==> config.mk <==
export PLATFORM = sky130hd
export DESIGN_NAME = transmisor_spi
export DESIGN_NICKNAME = d
export VERILOG_FILES = /design/src/rtl/spi_pkg.sv /design/src/rtl/transmisor_spi_gen_sck.sv /design/src/rtl/transmisor_spi.sv
export SDC_FILE = /design/constraint.sdc
export NUM_CORES = 1
export LEC_CHECK = 0
export BUFFER_PORTS_ARGS = -buffer_cell sky130_fd_sc_hd__buf_4
export CAP_MARGIN = 15
export CORE_AREA = 2 2 85 120
export CTS_CLUSTER_DIAMETER = 80
export DETAILED_ROUTE_END_ITERATION = 16
export DIE_AREA = 0 0 87 122
export MAX_ROUTING_LAYER = met4
export PLACE_DENSITY = 0.54
export SLEW_MARGIN = 20
export SYNTH_ARGS = -nofsm -noshare
export SYNTH_HDL_FRONTEND = slang
export SYNTH_SLANG_ARGS = --single-unit
export TNS_END_PERCENT = 20
==> constraint.sdc <==
create_clock -name CLK -period 3.3 [get_ports CLK]
set_input_delay 0 -clock CLK [delete_from_list [all_inputs] [get_ports CLK]]
set_output_delay 0 -clock CLK [all_outputs]
set_load 0.01 [all_outputs]
==> src/rtl/spi_pkg.sv <==
// Shared SPI definitions: FSM state encoding and default geometry, also used by
// receptor-side models.
package spi_pkg;

    typedef enum logic [1:0] {
        IDLE         = 2'b00,
        SETUP        = 2'b01,
        TRANSMISSION = 2'b10,
        HOLD         = 2'b11
    } spi_state_e;

    localparam int unsigned DIV_SCK_DEF = 4;
    localparam int unsigned N_BITS_DEF  = 16;

endpackage

==> src/rtl/transmisor_spi_gen_sck.sv <==
// SCK generator: half-period divider that toggles SCK while enabled and flags the
// cycle before each leading/trailing SCK edge with a one-cycle strobe.
module gen_sck
    import spi_pkg::*;
#(
    parameter int unsigned DIV_SCK = DIV_SCK_DEF
) (
    input  logic CLK,
    input  logic reset_tra,
    input  logic en,
    input  logic kick,
    input  logic ckp,
    output logic sck,
    output logic lead_stb,
    output logic trail_stb
);

    localparam int unsigned HALF = DIV_SCK / 2;
    localparam int unsigned DW   = (HALF > 1) ? $clog2(HALF) : 1;

    logic [DW-1:0] div_q, div_d;
    logic          sck_q, sck_d;
    logic          tick;

    always_comb begin
        tick      = en && (div_q == DW'(HALF - 1));
        lead_stb  = tick && (sck_q == ckp);
        trail_stb = tick && (sck_q != ckp);
        div_d     = '0;
        sck_d     = ckp;
        if (en) begin
            div_d = tick ? '0 : div_q + 1'b1;
            sck_d = tick ? ~sck_q : sck_q;
        end else if (kick) begin
            // kick makes the enabling transition itself a leading edge
            sck_d = ~ckp;
        end
    end

    always_ff @(posedge CLK or negedge reset_tra) begin
        if (!reset_tra) begin
            div_q <= '0;
            sck_q <= 1'b0;
        end else begin
            div_q <= div_d;
            sck_q <= sck_d;
        end
    end

    assign sck = sck_q;

endmodule

==> src/rtl/transmisor_spi.sv <==
// SPI master transmitter, MSB-first, runtime CKP/CPH. Optional back-to-back words
// under a single CS low when TRANSMISOR_SPI_CONT_EN is defined.
module transmisor_spi
    import spi_pkg::*;
#(
    parameter int unsigned DIV_SCK = DIV_SCK_DEF,
    parameter int unsigned N_BITS  = N_BITS_DEF
) (
    input  logic              CLK,
    input  logic              reset_tra,
    input  logic              inicio,
    input  logic [N_BITS-1:0] dato_tx,
    input  logic              CKP,
    input  logic              CPH,
    input  logic              MISO,
    output logic              SCK,
    output logic              CS,
    output logic              MOSI,
    output logic [N_BITS-1:0] dato_rx,
    output logic              listo,
    output logic              ocupado
);

    localparam int unsigned HALF = DIV_SCK / 2;
    localparam int unsigned TW   = (HALF > 1) ? $clog2(HALF) : 1;
    localparam int unsigned BW   = $clog2(N_BITS) + 1;

    spi_state_e        state_q, state_d;
    logic [TW-1:0]     tmr_q, tmr_d;
    logic [BW-1:0]     bit_q, bit_d;
    logic [N_BITS-1:0] sh_q, sh_d;
    logic [N_BITS-1:0] rx_q, rx_d;
    logic [N_BITS-1:0] drx_q, drx_d;
    logic              ckp_q, ckp_d;
    logic              cph_q, cph_d;
    logic              listo_q, listo_d;

    logic lead_stb, trail_stb;
    logic sck_en, sck_kick, ckp_sel, half_done;

    assign half_done = (tmr_q == TW'(HALF - 1));
    assign sck_en    = (state_q == TRANSMISSION);
    assign ckp_sel   = (state_q == IDLE) ? CKP : ckp_q;

    gen_sck #(
        .DIV_SCK (DIV_SCK)
    ) u_gen_sck (
        .CLK       (CLK),
        .reset_tra (reset_tra),
        .en        (sck_en),
        .kick      (sck_kick),
        .ckp       (ckp_sel),
        .sck       (SCK),
        .lead_stb  (lead_stb),
        .trail_stb (trail_stb)
    );

    always_comb begin
        state_d  = state_q;
        tmr_d    = '0;
        bit_d    = bit_q;
        sh_d     = sh_q;
        rx_d     = rx_q;
        drx_d    = drx_q;
        ckp_d    = ckp_q;
        cph_d    = cph_q;
        listo_d  = 1'b0;
        sck_kick = 1'b0;
        case (state_q)
            IDLE: begin
                if (inicio) begin
                    sh_d    = dato_tx;
                    ckp_d   = CKP;
                    cph_d   = CPH;
                    bit_d   = '0;
                    rx_d    = '0;
                    state_d = SETUP;
                end
            end
            SETUP: begin
                if (half_done) state_d = TRANSMISSION;
                else           tmr_d   = tmr_q + 1'b1;
            end
            TRANSMISSION: begin
                // CPH=1 keeps the MSB on the first leading edge; it is already on MOSI
                if (lead_stb) begin
                    if (!cph_q)          rx_d = N_BITS'({rx_q, MISO});
                    else if (bit_q != 0) sh_d = sh_q << 1;
                end
                if (trail_stb) begin
                    if (!cph_q) sh_d = sh_q << 1;
                    else        rx_d = N_BITS'({rx_q, MISO});
                    bit_d = bit_q + 1'b1;
                    if (bit_q == BW'(N_BITS - 1)) state_d = HOLD;
                end
            end
            HOLD: begin
                if (half_done) begin
                    drx_d   = rx_q;
                    listo_d = 1'b1;
`ifdef TRANSMISOR_SPI_CONT_EN
                    if (inicio) begin
                        sh_d     = dato_tx;
                        bit_d    = '0;
                        rx_d     = cph_q ? '0 : N_BITS'(MISO);
                        sck_kick = 1'b1;
                        state_d  = TRANSMISSION;
                    end else begin
                        state_d = IDLE;
                    end
`else
                    state_d = IDLE;
`endif
                end else begin
                    tmr_d = tmr_q + 1'b1;
                end
            end
            default: state_d = IDLE;
        endcase
    end

    always_ff @(posedge CLK or negedge reset_tra) begin
        if (!reset_tra) begin
            state_q <= IDLE;
            tmr_q   <= '0;
            bit_q   <= '0;
            sh_q    <= '0;
            rx_q    <= '0;
            drx_q   <= '0;
            ckp_q   <= 1'b0;
            cph_q   <= 1'b0;
            listo_q <= 1'b0;
        end else begin
            state_q <= state_d;
            tmr_q   <= tmr_d;
            bit_q   <= bit_d;
            sh_q    <= sh_d;
            rx_q    <= rx_d;
            drx_q   <= drx_d;
            ckp_q   <= ckp_d;
            cph_q   <= cph_d;
            listo_q <= listo_d;
        end
    end

    assign CS      = (state_q == IDLE);
    assign ocupado = (state_q != IDLE);
    assign MOSI    = (state_q != IDLE) && sh_q[N_BITS-1];
    assign dato_rx = drx_q;
    assign listo   = listo_q;

endmodule

# After elaboration in Yosys (flattened, before gate mapping)
# Index checks and enable logic that the tools add are counted.
[op_classes]
reduce_logical = 14
eq_ne = 12
addsub = 3
bitwise_logic = 1
mux = 31
[ops]
columns = ["cell", "n"]
rows = [
  ["16-bit 2-to-1 mux", 11],
  ["16-bit case mux with 2 select lines", 2],
  ["2-bit != test (second input constant)", 6],
  ["2-bit 2-to-1 mux", 5],
  ["5-bit 2-to-1 mux", 2],
  ["5-bit case mux with 2 select lines", 1],
  ["1-bit 2-to-1 mux", 9],
  ["2-bit case mux with 4 select lines", 1],
  ["2-bit AND reduction", 3],
  ["5-bit by 1-bit adder with 5-bit output (second input constant)", 1],
  ["5-bit by 4-bit == test with 1-bit output (second input constant)", 1],
  ["5-bit AND reduction", 1],
  ["5-bit nonzero test", 1],
  ["2-bit == test (second input constant)", 2],
  ["1-bit logical AND", 4],
  ["2-bit nonzero test", 2],
  ["3-bit AND reduction", 1],
  ["1-bit adder (second input constant)", 2],
  ["2-bit by 1-bit == test with 1-bit output (second input constant)", 1],
  ["2-bit zero test", 1],
  ["2-bit OR reduction", 1],
  ["1-bit == test", 1],
  ["1-bit != test", 1],
  ["1-bit NOT", 1],
]
[totals]
word_cells = 72
input_bits = 22
reg_bits = 61

# Longest topological paths before layout
# Gate-level depths: netlist (run 1).
[depth]
ltp_word = 8
ltp_mapped = 9

# Hierarchy
# From an unflattened synthesis (run 1), not the netlist that was laid out.
[unflattened]
hier_cells = 242
area_unflattened_um2 = 2808.9
[by_module_without_submodules]
columns = ["module", "instances", "cells_per_inst", "seq_area_each_um2", "area_per_inst_um2"]
rows = [
  ["transmisor_spi", 1, 232, 1476.4, 2700.1],
  ["gen_sck", 1, 10, 50.0, 108.9],
]

# Worst setup path before layout (run 1)
# No wires, ideal clock.
[synth_path]
kind = "reg-to-reg"
start = "register state_q[0]"
end = "register sh_q[10]"
required_time_ps = 3163
path_buffers = 2
setup_time_ps = 137
arrival_time_ps = 2210
path_stages_with_launch = 10
setup_slack_ps = 953
cell_sequence = "dfrtp_1 inv_1 ha_1 buf_6 mux2i_4 xnor2_2 mux2i_4 buf_12 mux2i_1 a21oi_1"
[synth_via]
elab_chain_len = 8
[synth_lines]
columns = ["item", "line", "text"]
rows = [
  ["start, declared", "transmisor_spi.sv:28", "spi_state_e state_q, state_d;"],
  ["start signal, assigned", "transmisor_spi.sv:134", "state_q <= state_d;"],
  ["2-bit zero test *", "--", ""],
  ["via CS", "transmisor_spi.sv:17", "output logic CS,"],
  ["1-bit 2-to-1 mux", "transmisor_spi.sv:43", "assign ckp_sel = (state_q == IDLE) ? CKP : ckp_q;"],
  ["1-bit == test", "transmisor_spi_gen_sck.sv:27", "lead_stb = tick && (sck_q == ckp);"],
  ["1-bit logical AND", "transmisor_spi_gen_sck.sv:27", ""],
  ["16-bit 2-to-1 mux", "transmisor_spi.sv:86", "if (lead_stb) begin"],
  ["16-bit 2-to-1 mux", "transmisor_spi.sv:91", "if (!cph_q) sh_d = sh_q << 1;"],
  ["16-bit 2-to-1 mux", "transmisor_spi.sv:90", "if (trail_stb) begin"],
  ["16-bit case mux with 2 select lines", "transmisor_spi.sv:69", "case (state_q)"],
  ["end signal, assigned", "transmisor_spi.sv:127", "sh_q <= '0;"],
  ["end signal, assigned", "transmisor_spi.sv:137", "sh_q <= sh_d;"],
  ["end, declared", "transmisor_spi.sv:31", "logic [N_BITS-1:0] sh_q, sh_d;"],
]
# The timed path passes the listed nets; every way through them passes the cells marked *.
# A chain may end at the register's enable or synchronous reset.

# Worst setup path in the final report (run 1)
[layout_path]
start = "register state_q[0]"
end = "register sh_q[13]"
[layout_via]
elab_chain_len = 8
[layout_lines]
columns = ["item", "line"]
rows = [
  ["2-bit zero test", "transmisor_spi.sv:43, transmisor_spi.sv:69"],
  ["1-bit 2-to-1 mux", "transmisor_spi.sv:43"],
  ["1-bit == test", "transmisor_spi_gen_sck.sv:27"],
  ["1-bit logical AND", "transmisor_spi_gen_sck.sv:27"],
  ["16-bit 2-to-1 mux", "transmisor_spi.sv:86"],
  ["16-bit 2-to-1 mux", "transmisor_spi.sv:91"],
  ["16-bit 2-to-1 mux", "transmisor_spi.sv:90"],
  ["16-bit case mux with 2 select lines", "transmisor_spi.sv:69"],
]
# Parallel ways exist; a longest one is shown, timed or not.

==> results.json, run 1 <==
{
  "clk_latency_ps": 330,
  "syn_nets": 287,
  "rsz0062_at_grt": "false",
  "crit_path_end_kind": "register",
  "dp_hpwl_mm": 3.786,
  "syn_area_sq_um": 2816,
  "synthArstFlopShare_pct": 100.0,
  "drv_cap": 0,
  "total_power_uw": 2837,
  "synth.distinct_cells": 39,
  "vias_per_cell": 4.741,
  "clockBufferDepth": 2,
  "fp.dieArea_sq_um": 10610,
  "r2r_slack_ps": 500,
  "final_max_slew_viol_count": 0,
  "initial_core_util_pct": 29.25,
  "worst_slew_pin_slew_ps": 782.7,
  "ir_worst_vdd_mv": 0.3118,
  "ys_top_cells_by_area": "dfrtp_1 54%, mux2_2 7.6%, mux2i_1 6.0%, nand2_1 5.2%, a21oi_1 3.2%",
  "route.antenna.remaining_nets": 0,
  "crit_type": "register to register",
  "finalHoldViolations": 0,
  "wl_per_cell_um": 13.35,
  "postCtsSetupRepairBufs": 0,
  "clkSlewWorstSetupHoldPaths_ps": 50,
  "antenna_found_initial": 0,
  "clkSinkCount": 61,
  "skew_ps": 4.259,
  "yosysWarningCount": 0,
  "slew_headroom_pct": 47.70,
  "final_layout_size_suffix_gt1_share_pct": 26.77,
  "p_per_area_nw_per_um2": 760.4,
  "syn_inst": 258,
  "n_antenna_cell": 0,
  "final.min_clock_period_ps": 2800,
  "synth.most_common_cell": "dfrtp_1",
  "ff_latch_area_sq_um": 1526,
  "dr.pass1.iters": 4,
  "grt_pass1_vias": 2055,
  "track_usage_pct": 12.47,
  "drtIter0Drc": 131,
  "ys_ff_latch": 61,
  "coreArea_sq_um": 9630,
  "setup-tns-final_ps": 0,
  "synth_edf_count": 0,
  "hp-class": "input port to register",
  "ios": 43,
  "cp_max_fo": 16,
  "cts_buffers": 9,
  "synth_ff_type": "dfrtp_1",
  "chipWidth_um": 87,
  "grt-ovfl-total": 0,
  "cts_hold_repair.buffers": 20,
  "port_buffers": 42,
  "ys_top_cells_by_count": "61 x dfrtp_1, 39 x nand2_1, 23 x nor2_1",
  "fin_nets": 350,
  "synth_top_area_share_pct": 54.20,
  "syn_avg_cell_area_sq_um": 10.92,
  "drt_wl_total_mm": 5.834,
  "grt_pass1_wl_mm": 9.887,
  "synth_seq_area_share_pct": 54.20,
  "startpoint_type": "register",
  "htree_levels": 3,
  "placementRows": 43,
  "synth_largest_area_cell": "dfrtp_1",
  "fmax_mhz": 357.1,
  "gp_congestion": 0.8077,
  "p_leak_uw": 0.001704,
  "multi_input_area_sq_um": 1196,
  "arrival_ps": 2990,
  "outcome": "finished, final reports clean",
  "required_ps": 3490,
  "cts_root_buf": "clkbuf_16",
  "setup_viol": 0,
  "drc_errors": 0,
  "syn_to_final_growth_pct": 32.47,
  "fillers": 939,
  "post_cts_resized": 0,
  "cts_tree": "yes",
  "grt_max_degree": 62,
  "via_count": 2072,
  "post-route-period-util_pct": 84.85,
  "chipHeight_um": 122
}
cells in the final DEF (no fill, tap or decap), types with 2 or more instances in the layout:
| cell type | n |
|---|---|
| mux2_2 | 19 |
| o221ai_1 | 2 |
| nor3_1 | 2 |
| o21ai_1 | 2 |
| nand2_1 | 39 |
| ha_1 | 7 |
| xor2_1 | 2 |
| a21oi_1 | 18 |
| mux2i_4 | 2 |
| mux2i_1 | 17 |
| nor2_1 | 23 |
| clkbuf_8 | 2 |
| dfrtp_1 | 61 |
| buf_4 | 45 |
| clkbuf_16 | 9 |
| dlygate4sd3_1 | 20 |
| clkinv_2 | 2 |
| nand3_1 | 5 |
| inv_1 | 7 |
| o21ai_0 | 17 |
final cells by class:
class                   count  share of cell area (%)
flip-flops and latches     61                   40.91
multi-input cells         176                   32.06
repair buffers             65                   14.42
clock buffers              11                   6.774
well taps                 112                   3.756
clock inverters             4                   1.274
inverters                   8                  0.8048
final timing paths:
kind | startpoint | to | depth (start not counted)
worst max register to register | state_q[0] | sh_q[13] | 7
max in group asynchronous | reset_tra | sh_q[1] | 2
min in group asynchronous | reset_tra | dato_rx[5] | 2
worst min register to register | half_done | half_done | 1
worst max-delay path | state_q[0] | sh_q[13] | 7
worst min-delay path | inicio | bit_q[4] | 3
metal layers:
metal  track usage [%]  wire length [um]  up-vias
met5                 -                 0        -
met3             3.862               196       12
met1             15.36              2540     1006
met4             6.445               163        0
met2             18.27              2933       39
li1                  -                 -     1015
stage by stage:
step	util [%]	cells	cell area, sq um	hold slack, ps	setup slack [ps]
floorplan	-	258	2816	-295.6	952.6
global placement	33.55	402	3231	129.7	599.0
detailed placement	33.55	402	3231	137.6	520.8
CTS	38.74	437	3731	17.99	513.4
global route	38.74	437	3731	74.77	245.4
finish	38.74	437	3731	34.92	499.8
state kept, by name, indices dropped and copies added (netlist names):
register	cells
u_gen_sck.div_q	1
cph_q	1
dato_rx	16
ckp_q	1
half_done	1
listo	1
bit_q	5
u_gen_sck.sck	1
state_q	2
sh_q	16
rx_q	16
worst max-delay path: stages, from the launching register on:
cell	delay, ps
dfrtp_1	410
inv_1	90
ha_1	460
mux2i_4	360
xnor2_2	240
mux2i_4	730
mux2i_1	260
a21oi_1	90
kinds of logic (layout without fill, tap and decap cells):
| kind of cell | count (synthesis) | after routing | synth area share, % |
|---|---|---|---|
| AO/OA/AOI/OAI | 45 | 45 | 8.974 |
| XOR/XNOR | 4 | 4 | 1.999 |
| adder cells (fa/ha/maj) | 7 | 7 | 3.110 |
| buffers and inverters | 21 | 88 | 3.687 |
| flip-flops | 61 | 61 | 54.20 |
| multiplexers | 38 | 38 | 15.24 |
| AND/OR/NAND/NOR | 82 | 82 | 12.80 |
power breakdown:
part           switching, uW  internal [uW]
sequential               119            917
clock                    327            618
combinational            454            402
No activity file was read; power rests on OpenSTA's default activity.
==> run 2: changes to the inputs <==
--- a/config.mk
+++ b/config.mk
@@ -5,14 +5,15 @@
 export SDC_FILE = /design/constraint.sdc
 export NUM_CORES = 1
 export LEC_CHECK = 0
+export ABC_AREA = 1
 export BUFFER_PORTS_ARGS = -buffer_cell sky130_fd_sc_hd__buf_4
 export CAP_MARGIN = 15
-export CORE_AREA = 2 2 85 120
+export CORE_AREA = 2 2 86 121
 export CTS_CLUSTER_DIAMETER = 80
 export DETAILED_ROUTE_END_ITERATION = 16
-export DIE_AREA = 0 0 87 122
+export DIE_AREA = 0 0 88 123
 export MAX_ROUTING_LAYER = met4
-export PLACE_DENSITY = 0.54
+export PLACE_DENSITY = 0.55
 export SLEW_MARGIN = 20
 export SYNTH_ARGS = -nofsm -noshare
 export SYNTH_HDL_FRONTEND = slang
==> constraint.sdc (replaced) <==
create_clock -name CLK -period 2.5 [get_ports CLK]
set_input_delay 0 -clock CLK [delete_from_list [all_inputs] [get_ports CLK]]
set_output_delay 0 -clock CLK [all_outputs]
set_load 0.01 [all_outputs]
==> run 2 against run 1 <==
  * Non-clock buffer count increased by 2
  * Worst setup slack got worse by 140 ps
  * Combinational power increased by 97%
  * Sequential power increased by 52%
  * Sequential cell count unchanged
  * Total power increased by 63%
  * Synthesized area increased by 1.8%
  * Count of clock-buffer cells in the layout decreased by 1
  * Cell area increased by 3.3%
  * Core utilization increased by 0.82 points
  * Die area increased by 2.0%
  * Final cell count increased by 27%
  * Largest power group is now combinational logic
==> results.json, run 2 <==
{
  "route.antenna.remaining_nets": 0,
  "final.min_clock_period_ps": 2138,
  "wl_per_cell_um": 10.87,
  "syn_inst": 350,
  "ys_top_cells_by_count": "87 x nand2_1, 61 x dfrtp_1, 51 x inv_1",
  "syn_nets": 379,
  "drt_wl_total_mm": 6.033,
  "clockBufferDepth": 2,
  "fin_hold_ws_ps": 127.6,
  "synth_seq_area_share_pct": 53.25,
  "dp_hpwl_mm": 4.078,
  "final_cell_mix": "87 x nand2_1, 61 x dfrtp_1, 51 x inv_1",
  "synth_compound_gate_area_share_pct": 8.643,
  "track_usage_pct": 12.90,
  "fmax_mhz": 467.7,
  "setup_viol": 0,
  "final_layout_size_suffix_gt1_share_pct": 17.86,
  "arrival_ps": 2400,
  "chipWidth_um": 88,
  "worst_slew_pin_slew_ps": 764.8,
  "vias_per_cell": 4.414,
  "ir_worst_vdd_mv": 0.5076,
  "grt_pass1_vias": 2419,
  "outcome": "finished, final reports clean",
  "setup-tns-final_ps": 0,
  "syn_area_sq_um": 2866,
  "via_count": 2450,
  "synthXorXnorAreaFrac_pct": 0,
  "post-route-period-util_pct": 85.52,
  "n_antenna_cell": 0,
  "pwr-share-comb_pct": 36.7,
  "chipHeight_um": 123,
  "synthArstFlopShare_pct": 100.0,
  "crit_type": "register to register",
  "postCtsSetupRepairBufs": 0,
  "final_common_cell": "nand2_1",
  "hold_depth": 4,
  "muxShareOfSynthArea_pct": 0.3928,
  "startpoint_type": "register",
  "fp.dieArea_sq_um": 10820,
  "cts_tree": "yes",
  "ios": 43,
  "gp_congestion": 0.7953,
  "cts_hold_repair.buffers": 20,
  "slew_headroom_pct": 49.02,
  "initial_core_util_pct": 29.44,
  "p_leak_uw": 0.001938,
  "p_switching_uw": 1670,
  "p_per_area_nw_per_um2": 1197,
  "synth_edf_count": 0,
  "r2r_cells": 12,
  "synthAdderAreaFrac_pct": 3.055,
  "drtIter0Drc": 122,
  "cp_max_fo": 16,
  "drc_errors": 0,
  "synth_largest_area_cell": "dfrtp_1",
  "rsz0062_at_grt": "false",
  "switching_share_pct": 36.22,
  "ys_ff_latch": 61,
  "grt-ovfl-total": 0,
  "ys_top_cells_by_area": "dfrtp_1 53%, nand2_1 11%, nand3_1 8.4%, inv_1 6.7%, o21ai_0 4.2%",
  "p_int_uw": 2941,
  "coreArea_sq_um": 9738,
  "cts_root_buf": "clkbuf_16",
  "clkSlewWorstSetupHoldPaths_ps": 50,
  "final_max_slew_viol_count": 0,
  "crit_path_end_kind": "register",
  "drv_cap": 0,
  "clkPwrFrac_pct": 29.1,
  "fin_nets": 444,
  "post_cts_resized": 0,
  "synth_top_family_by_area": "simple AND/OR/NAND/NOR gates",
  "yosysWarningCount": 0,
  "hp-class": "input port to register",
  "p_seq_share_pct": 34.3,
  "htree_levels": 3,
  "antenna_found_initial": 0,
  "dr.pass1.iters": 4,
  "synth_simple_gate_area_share_pct": 25.45,
  "clkSinkCount": 61,
  "synth.distinct_cells": 23,
  "syn_avg_cell_area_sq_um": 8.190,
  "placementRows": 43,
  "syn_to_final_growth_pct": 34.40,
  "synth_top_area_share_pct": 53.25,
  "cts_buffers": 9,
  "synth.most_common_cell": "nand2_1",
  "synth_ff_type": "dfrtp_1",
  "clk_latency_ps": 320,
  "skew_ps": 6.958,
  "grt_pass1_wl_mm": 10.71,
  "finalHoldViolations": 0,
  "required_ps": 2760,
  "port_buffers": 42,
  "grt_max_degree": 62
}
run 2: cell types whose count changed after synthesis, sizes merged, moves of 6 or more:
| cell | delta |
|---|---|
| mux2i | -19 |
| mux2 | -18 |
| nand4 | +6 |
| o21ai | +23 |
| inv | +47 |
| nand3 | +43 |
| a21oi | -14 |
| nand2 | +52 |
run 2: path summary, 6_finish.rpt:
path / startpoint / endpoint / slack (ps)
min in group asynchronous: reset_tra / rx_q[2] / 300
worst max-delay path: state_q[1] / sh_q[1] / 360
worst min register to register: half_done / half_done / 440
max in group asynchronous: reset_tra / dato_rx[11] / 1700
worst max register to register: state_q[1] / sh_q[1] / 360
worst min-delay path: inicio / cph_q / 130
run 2: metal layers:
layer / vias to the layer above / global-route usage, % / part of all wire, %
met5: - / - / 0
met1: 1155 / 15.42 / 46
met4: 0 / 4.327 / 0.86
met2: 44 / 21.31 / 49
li1: 1247 / - / -
met3: 4 / 3.004 / 3.5
run 2: cells by family after synthesis:
logic type      Yosys count
compound gates           48
fa+ha+maj                 7
buf+inv                  67
flops                    61
mux                       1
simple gates            166
run 2: cell type report:
type	instances	area [sq um]
fill	967	5886
inverter	54	202.7
clock buffer	10	239.0
tap	135	168.9
sequential	61	1526
multi-input combinational	222	1076
clock inverter	6	86.33
timing repair buffer	67	553.0
run 2: through the flow:
stage                     worst slack [ps]  instances  total power, uW  cell area, sq um  utilization, %
after floorplan                      624.9        350             2716              2867               -
after global placement               444.0        519             3256              3327           34.16
after detailed placement             351.5        519             3289              3327           34.16
after CTS                            344.9        555             4676              3852           39.56
after global routing                 42.16        555             5010              3852           39.56
final                                362.1        555             4611              3852           39.56
run 2: power groups by stage:
stage	clock network, uW	registers [uW]	logic [uW]
floorplan	0	1620	1100
global placement	0	1580	1670
detailed placement	0	1600	1690
CTS	1370	1580	1720
global route	1420	1630	1960
finish	1340	1580	1690
run 2: worst max-delay path: stages, from the launching register on:
cell	delay (ps)
dfrtp_1	390
inv_1	110
ha_1	310
nand2_1	130
nand2_1	130
nand2_2	80
nand2_1	70
nand3_2	140
nand2_2	270
nand2_2	190
nand2_1	100
nand3_1	70
nand2_1	80
==> run 3: changes to the inputs <==
--- a/config.mk
+++ b/config.mk
@@ -6,7 +6,7 @@
 export NUM_CORES = 1
 export LEC_CHECK = 0
 export ABC_AREA = 1
-export BUFFER_PORTS_ARGS = -buffer_cell sky130_fd_sc_hd__buf_4
+export BUFFER_PORTS_ARGS = -buffer_cell sky130_fd_sc_hd__buf_2
 export CAP_MARGIN = 15
 export CORE_AREA = 2 2 86 121
 export CTS_CLUSTER_DIAMETER = 80
==> run 3 against run 2 <==
  * Clock skew decreased by 1.1 ps
  * Clock power decreased by 8%
  * Via count down 1.8%
  * Final cell count is the same
  * Register-to-register slack worse by 30 ps
  * Cell area shrank 2.9%
  * Combinational power shrank 5%
  * Non-clock buffer count up 1
  * Sequential cell count unchanged
  * Core utilization down 1.1 points
  * Critical endpoint is now sh_q[8]
==> results.json, run 3 (same netlist as run 2, synthesis figures left out) <==
{
  "outcome": "finished, final reports clean",
  "rsz0062_at_grt": "false",
  "wl_per_cell_um": 10.89,
  "clkSinkCount": 61,
  "drc_errors": 0,
  "chipWidth_um": 88,
  "crit_top_cell": "nand2_1",
  "port_buffers": 42,
  "cts_tree": "yes",
  "skew_ps": 5.840,
  "clk_latency_ps": 320,
  "vias_per_cell": 4.337,
  "final_max_slew_viol_count": 0,
  "cp_slowest_cell": "dfrtp_1",
  "postCtsSetupRepairBufs": 0,
  "crit_type": "register to register",
  "arrival_ps": 2430,
  "clockBufferDepth": 2,
  "p_leak_uw": 0.001906,
  "final_layout_size_suffix_gt1_share_pct": 17.86,
  "n_antenna_cell": 0,
  "cts_buffers": 9,
  "critPathTopFamily": "simple AND/OR/NAND/NOR gates",
  "cp_cell_sequence": "inv_1, ha_1, nand2_1, nand2_1, nand2_2, nand2_1, nand3_2, nand2_2, nand2_2, nand2_1, nand3_1, nand2_1",
  "final_cell_mix": "87 x nand2_1, 61 x dfrtp_1, 51 x inv_1",
  "placed_cell_area_sq_um": 3242,
  "drt_wl_total_mm": 6.046,
  "worst_slew_pin_slew_ps": 728.8,
  "htree_levels": 3,
  "final_common_cell": "nand2_1",
  "final.min_clock_period_ps": 2169,
  "grt-ovfl-total": 0,
  "p_per_area_nw_per_um2": 1179,
  "route.antenna.remaining_nets": 0,
  "dr.pass1.iters": 4,
  "finalHoldViolations": 0,
  "coreArea_sq_um": 9738,
  "placementRows": 43,
  "chipHeight_um": 123,
  "ios": 43,
  "grt_pass1_wl_mm": 10.34,
  "fmax_mhz": 461.1,
  "track_usage_pct": 12.77,
  "finalWorstSetupSlack_ps": 331.3,
  "antenna_found_initial": 0,
  "grt_pass1_vias": 2250,
  "post-route-period-util_pct": 86.75,
  "drv_cap": 0,
  "initial_core_util_pct": 29.44,
  "crit_path_end_kind": "register",
  "slew_headroom_pct": 51.41,
  "pre_cts_slack_ps": 330.1,
  "via_count": 2407,
  "cp_max_fo": 16,
  "crit_buf_inv": 1,
  "crit_path_max_incr_delay_ps": 400,
  "setup_viol": 0,
  "ir_worst_vdd_mv": 0.4571,
  "clkSlewWorstSetupHoldPaths_ps": 50,
  "final_area_sq_um": 3742,
  "syn_to_final_growth_pct": 30.55,
  "hp-class": "input port to register",
  "startpoint_type": "register",
  "drtIter0Drc": 132,
  "setup-tns-final_ps": 0,
  "grt_max_degree": 34,
  "fin_nets": 445,
  "gp_congestion": 0.7944,
  "dp_hpwl_mm": 4.165,
  "fillers": 998,
  "cts_root_buf": "clkbuf_16",
  "required_ps": 2760,
  "fp.dieArea_sq_um": 10820
}
==> run 3: cell types whose count changed in the layout (fill, tap and decap cells not counted), sizes merged <==
cell | before | now
buf | 47 | 48
bufinv | 2 | 1
clkbuf | 10 | 11
clkinv | 3 | 2
==> run 3: what timing repair did <==
action,in CTS,in global routing
hold endpoints to repair,47,0
resized for setup,0,0
endpoints found under the setup margin,0,0
hold buffers,20,0
==> run 3: area by class of cell <==
type | instances | area (sq um) | share of cell area, %
repair buffers | 68 | 467.9 | 12.50
well taps | 135 | 168.9 | 4.514
multi-input cells | 222 | 1076 | 28.75
clock inverters | 4 | 47.55 | 1.270
clock buffers | 11 | 252.7 | 6.754
inverters | 54 | 202.7 | 5.416
flip-flops and latches | 61 | 1526 | 40.79
==> run 3: path summary, 6_finish.rpt <==
kind / start / cells after the start / slack [ps] / end
worst max-delay path: state_q[0] / 12 / 330 / sh_q[8]
worst min-delay path: inicio / 3 / 120 / cph_q
worst max register to register: state_q[0] / 12 / 330 / sh_q[8]
worst min register to register: u_gen_sck.div_q / 1 / 430 / u_gen_sck.div_q
max in group asynchronous: reset_tra / 3 / 1580 / sh_q[10]
min in group asynchronous: reset_tra / 2 / 280 / dato_rx[2]
==> run 3: worst register-to-register path: cells and delay by family (launching register included) <==
family                     cells  cell delay [ps]
adders and majority gates      1              300
buffers and inverters          1              100
DFF                            1              400
and+or+nand+nor               10             1320
==> run 3: metal layers <==
metal / global-route usage, % / vias up / routed length (um)
met1: 16.09 / 1106 / 2899
met2: 19.27 / 44 / 2815
li1: - / 1248 / -
met3: 4.206 / 9 / 241
met4: 4.327 / 0 / 89
met5: - / - / 0
==> run 3: where the power goes <==
| group | switching (uW) | internal (uW) |
|---|---|---|
| registers | 187 | 1380 |
| clock network | 417 | 815 |
| logic | 1030 | 580 |
| total | 1640 | 2780 |
==> run 3: per-stage QoR <==
stage                     hold slack (ps)  util, %  cells  power [uW]
after floorplan                    -295.6        -    350        2716
after global placement              100.1    33.29    520        3162
after detailed placement            109.8    33.29    520        3198
after CTS                           106.2    38.43    555        4481
after global routing                132.9    38.43    555        4797
final                               118.0    38.43    555        4412
